`src/rtl/reboot_ctrl_pkg.sv`:
```
// rtl/reboot_ctrl_pkg.sv - shared types and defaults for reboot_request_ctrl (REBOOT_HOTKEY_EN build option)
package reboot_ctrl_pkg;

  typedef logic [23:0] addr_t;

  typedef enum logic [1:0] {
    ST_IDLE,
    ST_ARMED,
    ST_HOLD,
    ST_LOCKED
  } state_e;

  localparam addr_t DEF_BASE_ADDR = 24'h000000;
  localparam addr_t DEF_SLOT_SIZE = 24'h058000;

  // Wraps to 24 bits, matching the flash address space.
  function automatic addr_t slot_addr(input addr_t base, input addr_t stride, input addr_t slot);
    return base + slot * stride;
  endfunction

endpackage

```
`src/rtl/hotkey_hold_detect.sv`:
```
// rtl/hotkey_hold_detect.sv - one-cycle fire after hotkey held HOLD_CYCLES cycles; used only with REBOOT_HOTKEY_EN
module hotkey_hold_detect #(
  parameter int HOLD_CYCLES = 50_000_000
) (
  input  logic clk,
  input  logic reset_n,
  input  logic hotkey,
  output logic fire
);

  localparam int CW = $clog2(HOLD_CYCLES + 1);

  logic [CW-1:0] cnt_q, cnt_d;

  // Saturating at HOLD_CYCLES means fire happens once per continuous hold.
  always_comb begin
    cnt_d = '0;
    if (hotkey) begin
      cnt_d = (cnt_q == CW'(HOLD_CYCLES)) ? cnt_q : cnt_q + CW'(1);
    end
  end

  assign fire = hotkey && (cnt_q == CW'(HOLD_CYCLES - 1));

  always_ff @(posedge clk) begin
    if (!reset_n) begin
      cnt_q <= '0;
    end else begin
      cnt_q <= cnt_d;
    end
  end

endmodule

```
`src/rtl/reboot_request_ctrl.sv`:
```
// rtl/reboot_request_ctrl.sv - arm/confirm guarded reboot request front-end for ICAP multiboot; REBOOT_HOTKEY_EN adds hotkey reboot
module reboot_request_ctrl
  import reboot_ctrl_pkg::*;
#(
  parameter int    SLOT_BITS     = 3,
  parameter int    SLOT_COUNT    = 6,
  parameter addr_t BASE_ADDR     = DEF_BASE_ADDR,
  parameter addr_t SLOT_SIZE     = DEF_SLOT_SIZE,
  parameter int    HOLD_CYCLES   = 16,
  parameter int    ARM_TIMEOUT   = 1_000_000,
  parameter int    HOTKEY_CYCLES = 50_000_000
) (
  input  logic                 clk_icap,
  input  logic                 reset_n,
  input  logic                 arm,
  input  logic                 req_valid,
  input  logic [SLOT_BITS-1:0] req_slot,
  output logic                 req_ready,
  input  logic                 hotkey,
  output logic                 REBOOT,
  output logic [23:0]          spi_addr,
  output logic                 busy,
  output logic                 err
);

  localparam int TW = $clog2(ARM_TIMEOUT + 1);
  localparam int HW = $clog2(HOLD_CYCLES + 1);

  state_e        state_q, state_d;
  logic [TW-1:0] tmo_q, tmo_d;
  logic [HW-1:0] hold_q, hold_d;
  addr_t         spi_addr_q, spi_addr_d;
  logic          req_ready_q, req_ready_d;
  logic          reboot_q, reboot_d;
  logic          busy_q, busy_d;
  logic          err_q, err_d;
  logic          hk_fire;
  logic          accept;
  logic          slot_ok;

`ifdef REBOOT_HOTKEY_EN
  hotkey_hold_detect #(
    .HOLD_CYCLES(HOTKEY_CYCLES)
  ) u_hotkey (
    .clk    (clk_icap),
    .reset_n(reset_n),
    .hotkey (hotkey),
    .fire   (hk_fire)
  );
`else
  logic unused_hotkey;
  assign unused_hotkey = hotkey ^ (HOTKEY_CYCLES < 0);
  assign hk_fire = 1'b0;
`endif

  assign accept  = (state_q == ST_ARMED) && req_valid;
  assign slot_ok = 32'(req_slot) < SLOT_COUNT;

  always_comb begin
    state_d    = state_q;
    tmo_d      = tmo_q;
    hold_d     = hold_q;
    spi_addr_d = spi_addr_q;
    err_d      = 1'b0;
    case (state_q)
      ST_IDLE: begin
        if (hk_fire) begin
          spi_addr_d = BASE_ADDR;
          hold_d     = HW'(HOLD_CYCLES - 1);
          state_d    = ST_HOLD;
        end else if (arm) begin
          tmo_d   = TW'(ARM_TIMEOUT);
          state_d = ST_ARMED;
        end
      end
      ST_ARMED: begin
        // Accept wins over timeout expiry, re-arm and hotkey completion.
        if (accept) begin
          tmo_d = '0;
          if (slot_ok) begin
            spi_addr_d = slot_addr(BASE_ADDR, SLOT_SIZE, addr_t'(req_slot));
            hold_d     = HW'(HOLD_CYCLES - 1);
            state_d    = ST_HOLD;
          end else begin
            err_d   = 1'b1;
            state_d = ST_IDLE;
          end
        end else if (hk_fire) begin
          tmo_d      = '0;
          spi_addr_d = BASE_ADDR;
          hold_d     = HW'(HOLD_CYCLES - 1);
          state_d    = ST_HOLD;
        end else if (arm) begin
          tmo_d = TW'(ARM_TIMEOUT);
        end else if (tmo_q == '0) begin
          state_d = ST_IDLE;
        end else begin
          tmo_d = tmo_q - TW'(1);
        end
      end
      ST_HOLD: begin
        if (hold_q == '0) begin
          state_d = ST_LOCKED;
        end else begin
          hold_d = hold_q - HW'(1);
        end
      end
      ST_LOCKED: begin
        state_d = ST_LOCKED;
      end
      default: begin
        state_d = ST_IDLE;
      end
    endcase
  end

  // Outputs decode the next state so they are registered yet aligned with it.
  always_comb begin
    req_ready_d = (state_d == ST_ARMED);
    reboot_d    = (state_d == ST_HOLD);
    busy_d      = (state_d == ST_HOLD) || (state_d == ST_LOCKED);
  end

  always_ff @(posedge clk_icap) begin
    if (!reset_n) begin
      state_q     <= ST_IDLE;
      tmo_q       <= '0;
      hold_q      <= '0;
      spi_addr_q  <= BASE_ADDR;
      req_ready_q <= 1'b0;
      reboot_q    <= 1'b0;
      busy_q      <= 1'b0;
      err_q       <= 1'b0;
    end else begin
      state_q     <= state_d;
      tmo_q       <= tmo_d;
      hold_q      <= hold_d;
      spi_addr_q  <= spi_addr_d;
      req_ready_q <= req_ready_d;
      reboot_q    <= reboot_d;
      busy_q      <= busy_d;
      err_q       <= err_d;
    end
  end

  assign req_ready = req_ready_q;
  assign REBOOT    = reboot_q;
  assign spi_addr  = spi_addr_q;
  assign busy      = busy_q;
  assign err       = err_q;

endmodule
```
`config.mk`:
```
export PLATFORM = sky130hd
export DESIGN_NAME = reboot_request_ctrl
export DESIGN_NICKNAME = d
export VERILOG_FILES = /design/src/rtl/reboot_ctrl_pkg.sv /design/src/rtl/hotkey_hold_detect.sv /design/src/rtl/reboot_request_ctrl.sv
export SDC_FILE = /design/constraint.sdc
export NUM_CORES = 1
export LEC_CHECK = 0
export BUFFER_PORTS_ARGS = -buffer_cell sky130_fd_sc_hd__clkbuf_2
export CORE_MARGIN = 10
export CORE_UTILIZATION = 55
export CTS_CLUSTER_DIAMETER = 50
export DETAILED_ROUTE_END_ITERATION = 8
export PLACE_DENSITY = 0.78
export SYNTH_ARGS = -nofsm -noshare
export SYNTH_HDL_FRONTEND = slang
export SYNTH_SLANG_ARGS = --single-unit
```
`constraint.sdc`:
```
create_clock -name clk_icap -period 2.82 [get_ports clk_icap]
set_clock_uncertainty 0.05 [all_clocks]
set_input_delay 0.282 -clock clk_icap [delete_from_list [all_inputs] [get_ports clk_icap]]
set_output_delay 0.282 -clock clk_icap [all_outputs]
set_load 0.02 [all_outputs]
```
# Word-level counts from Yosys, hierarchy flattened
# Index checks and enable logic that the tools add are counted.
# W data, S select, Z words.
[totals]
ff_bits = 38
latchBits = 0
ramBits = 0
mem_bits_ro = 0
elab_cells = 51
n_memories = 0
[classes]
addsub = 2
mul = 1
n_div = 0
order_cmp = 1
n_eq_ne = 11
shift = 0
n_mux = 17
bitwise = 0
n_reduce_logical = 11
[ops]
columns = ["cell", "n"]
rows = [
  ["$mux W20", 4],
  ["$pmux W20 S2", 1],
  ["$logic_not A20 Y1", 1],
  ["$sub A20 B1 Y20 const B", 1],
  ["$mux W5", 3],
  ["$mux W2", 6],
  ["$pmux W5 S2", 1],
  ["$reduce_and A3 Y1", 3],
  ["$eq A2 B2 Y1 const B", 4],
  ["$ne A2 B2 Y1 const B", 4],
  ["$pmux W2 S4", 1],
  ["$mul A3 B4 Y7 const B", 1],
  ["$logic_not A5 Y1", 1],
  ["$sub A5 B1 Y5 const B", 1],
  ["$eq A2 B1 Y1 const B", 2],
  ["$ne A4 B4 Y1 const B", 1],
  ["$reduce_and A4 Y1", 1],
  ["$reduce_bool A2 Y1", 2],
  ["$lt A3 B3 Y1 const B", 1],
  ["$logic_not A2 Y1", 1],
  ["$logic_and A1 B1 Y1", 1],
  ["$logic_or A1 B1 Y1", 1],
  ["$mux W1", 1],
]

# Depth between registers and ports, before layout
[depth]
ltp_word = 7
depth_mapped = 9
depth_no_buf = 7

# Least setup slack after synthesis
# OpenSTA, ideal clock, no wires.
[synth_timing]
path_type = "register to register"
startpoint = "register tmo_q[0]"
endpoint = "register tmo_q[1]"
setup_time_ns = 0.064
arrival_time_ns = 1.826
required_time_ns = 2.706
path_slack_ns = 0.881
path_stages_with_launch = 9
n_path_buf = 1
cell_sequence = "dfxtp_1 -> inv_1 -> ha_1 -> nor4b_4 -> nand4_2 -> o21ai_4 -> buf_6 -> mux2_2 -> nor2_1"
[synth_via]
elab_chain_cells = 5
elab_cells_between_ends = 8
[synth_rtl]
columns = ["element", "line", "text"]
rows = [
  ["start: declaration", "reboot_request_ctrl.sv:30", "logic [TW-1:0] tmo_q, tmo_d;"],
  ["start signal: assignment", "reboot_request_ctrl.sv:136", "tmo_q <= tmo_d;"],
  ["$sub A20 B1 Y20", "reboot_request_ctrl.sv:98", "tmo_d = tmo_q - TW'(1);"],
  ["$mux W20", "reboot_request_ctrl.sv:95", "end else if (tmo_q == '0) begin"],
  ["$mux W20", "reboot_request_ctrl.sv:93", "end else if (arm) begin"],
  ["$mux W20", "reboot_request_ctrl.sv:78", "if (accept) begin"],
  ["$pmux W20 S2", "reboot_request_ctrl.sv:65", "case (state_q)"],
]
# Parallel ways exist; a longest one is shown, timed or not. The select of a mux whose other input is x is not followed.
# A chain may end at the register's enable or synchronous reset.

# Worst setup path after layout
[layout_timing]
startpoint = "register tmo_q[0]"
endpoint = "register tmo_q[6]"
# The elaborated chain is that of the path after synthesis.

==> results.sh <==
export IMPL_nFillCells=351
export IMPL_clock_latency_ns=0.29
export IMPL_synth_compound_area_share_pct=18.22
export IMPL_power_density_nw_per_um2=768.9
export IMPL_async_flop_share_pct=0
export IMPL_r2r_slack_ns=0.59
export IMPL_n_antenna_cell=0
export IMPL_fin_setup_tns_ns=0
export IMPL_synth_edf_count=0
export IMPL_clk_pin_slew_worst_paths_ns=0.08
export IMPL_cts_root_buf="clkbuf_8"
export IMPL_first_iter_violations=101
export IMPL_cts_buffers=5
export IMPL_max_freq_ghz=0.4486
export IMPL_start_util_pct=57.70
export IMPL_synthDistinctLibCells=60
export IMPL_drt_wl_total_mm=4.395
export IMPL_synth_top_cell_by_area="dfxtp_1"
export IMPL_final_hold_viol_count=0
export IMPL_postCtsSetupRepairBufs=0
export IMPL_min_path_type="input pin to register"
export IMPL_syn_inst=239
export IMPL_h_tree_depth=2
export IMPL_die_y_microns=82.21
export IMPL_top_level_ports=36
export IMPL_post_route_period_util_pct=79.05
export IMPL_vias=1737
export IMPL_grt_pass1_vias=1652
export IMPL_synth_area_top_cells="dfxtp_1 35%, buf_4 6.0%, a21oi_1 5.4%"
export IMPL_end_kind="register"
export IMPL_worstSetupEndpoint="tmo_q[6]$_SDFFE_PN0P_"
export IMPL_worstMarginPinSlew_ns=0.9416
export IMPL_drtAntennaViolNets=0
export IMPL_status="finished, final reports clean"
export IMPL_synth_top_family_by_area="simple AND/OR/NAND/NOR gates"
export IMPL_grt_pass1_wl_mm=7.403
export IMPL_startpoint_type="register"
export IMPL_rsz0062_at_grt="no"
export IMPL_crit_required_ns=2.93
export IMPL_slew_headroom_pct=36.81
export IMPL_ys_flop_type="dfxtp_1"
export IMPL_post_dp_hpwl_mm=3.129
export IMPL_synth_avg_cell_area_sq_um=8.905
export IMPL_yosysSeqAreaShare_pct=34.80
export IMPL_grt_max_degree=24
export IMPL_io_buffer_count=17
export IMPL_synth_top_area_share_pct=34.80
export IMPL_drv_slew=0
export IMPL_viasPerCell=5.714
export IMPL_dp_slack_ns=0.5780
export IMPL_fp_dieArea_sq_um=6758
export IMPL_areaGrowthSynthToFinish_pct=6.290
export IMPL_synthSimpleGateAreaFrac_pct=24.99
export IMPL_tritoncts="yes"
export IMPL_cap_viol_max_count=0
export IMPL_post_cts_resize_count=0
export IMPL_antenna_found_initial=0
export IMPL_grt_use_total_pct=13.55
export IMPL_period_needed_ns=2.229
export IMPL_fin_hold_ws_ns=0.1919
export IMPL_cts_buffer_depth=2
export IMPL_firstDrtPassIters=4
export IMPL_reg2reg_to="tmo_q[6]$_SDFFE_PN0P_"
export IMPL_r2r_cells=7
export IMPL_routedWlPerCell_microns=14.46
export IMPL_setup_viol=0
export IMPL_drcViolationCount=0
export IMPL_worstSetupPathType="register to register"
export IMPL_leakagePower_nw=0.9020
export IMPL_synth_area_sq_um=2128
export IMPL_nets=273
export IMPL_num_rows=22
export IMPL_cts_hold_buf=0
export IMPL_synth_fa_ha_area_share_pct=6.232
export IMPL_crit_start="tmo_q[0]$_SDFFE_PN0P_"
export IMPL_worst_ep_arrival_time_ns=2.34
export IMPL_ys_warn_count=0
export IMPL_ir_drop_uv=512.0
export IMPL_crit_fanout=14
export IMPL_grt_ovfl_total=0
export IMPL_cts_sinks=37
export IMPL_r2r_start="tmo_q[0]$_SDFFE_PN0P_"
export IMPL_core_sq_um=3689
export IMPL_place_gp_congestion=0.8283
export IMPL_synth_seq_cells=37
export IMPL_finalWorstSetupSlack_ns=0.5907
export IMPL_die_x_microns=82.21
export IMPL_drive_gt1_share_pct=16.41
export IMPL_synth_xor_area_share_pct=4.527
export IMPL_synthMuxAreaShare_pct=0.5291
## critical path, stage by stage (launching register included)
cell     delay (ns)
dfxtp_1        0.32
inv_1          0.09
ha_1           0.22
nor4b_4        0.32
nand4_2        0.22
a221o_1        0.54
a32oi_1        0.26
a21oi_1        0.08
## final cells by class
class / instances / area (sq um) / area share, %
clock buffers: 5 / 68.82 / 3.042
clock inverters: 3 / 46.29 / 2.046
inverters: 6 / 22.52 / 0.9956
multi-input cells: 186 / 1224 / 54.09
flip-flops and latches: 37 / 740.7 / 32.74
well taps: 48 / 60.06 / 2.655
repair buffers: 19 / 100.1 / 4.425
## sequential cells by signal (all words and copies together) (netlist names)
register / count
hold_q: 5
spi_addr: 7
busy: 1
tmo_q: 20
req_ready: 1
err: 1
REBOOT: 1
state_q: 1
## how the worst min path moves through the flow
| stage | start | to | cells past startpoint |
|---|---|---|---|
| after floorplan | reset_n | state_q[0]$_SDFF_PN0_ | 1 |
| after global placement | spi_addr[16]$_SDFFE_PN0P_ | spi_addr[16]$_SDFFE_PN0P_ | 2 |
| after detailed placement | spi_addr[16]$_SDFFE_PN0P_ | spi_addr[16]$_SDFFE_PN0P_ | 2 |
| after CTS | req_slot[0] | spi_addr[15]$_SDFFE_PN0P_ | 3 |
| after global routing | req_slot[0] | spi_addr[15]$_SDFFE_PN0P_ | 3 |
| final | req_slot[0] | spi_addr[15]$_SDFFE_PN0P_ | 3 |
## routing by layer
metal / up-vias / wire (microns) / global-route usage, %
met3: 2 / 187 / 3.780
met4: 0 / 24 / 5.782
met2: 29 / 2210 / 22.40
li1: 869 / - / -
met5: - / 0 / 0
met1: 837 / 1972 / 16.08
## where the power goes
part | total, mW | internal, mW | switching [mW]
registers | 0.673 | 0.590 | 0.0829
logic | 0.600 | 0.242 | 0.358
clock network | 0.467 | 0.265 | 0.202
## cell usage after synthesis, drive strengths merged, types with 2 or more instances
library cell   n
nand3          4
inv            5
a31oi          2
nand4          3
nor2          17
a21oi         23
o211ai         6
xor2           6
o31a           3
clkbuf         4
nand2         24
nand3b         2
nand2b         2
dfxtp         37
o311ai         2
nor3           6
nor4           7
o21ai          7
or4            3
nor3b          3
or2            2
or3            8
o311a          2
a32oi          2
ha             9
nor4b          3
xnor2          5
o31ai          3
buf           22
## through the flow
step / utilization (%) / cells / area [sq um] / power (mW)
3_3_place_gp: 58.21 / 296 / 2147 / 1.257
6_report: 61.33 / 304 / 2262 / 1.739
5_1_grt: 61.33 / 304 / 2262 / 1.840
3_5_place_dp: 58.21 / 296 / 2147 / 1.274
2_1_floorplan: - / 255 / 2188 / 1.193
4_1_cts: 61.33 / 304 / 2262 / 1.744
## kinds of logic (layout without fill, tap and decap cells)
group,after synthesis,after routing
AO/OA/AOI/OAI,57,57
buffers and inverters,32,33
multiplexers,1,1
AND/OR/NAND/NOR,90,90
adder cells (fa/ha/maj),10,10
other,1,17
flip-flops,37,37
XOR/XNOR,11,11
## cells in the final DEF (no fill, tap or decap), types with 3 or more instances in the layout
cell type and n:
nor3b_1 3, or3_1 7, or4_1 3, xor2_1 6, a21oi_1 23, nor3_1 6
ha_1 9, dfxtp_1 37, o31ai_1 3, inv_1 5, o211ai_1 6, nor2_1 17
clkbuf_8 5, clkbuf_2 17, nor4_1 5, o21ai_1 4, nand2_1 23, conb_1 17
xnor2_1 5
Power figures use the tool's default switching activity.
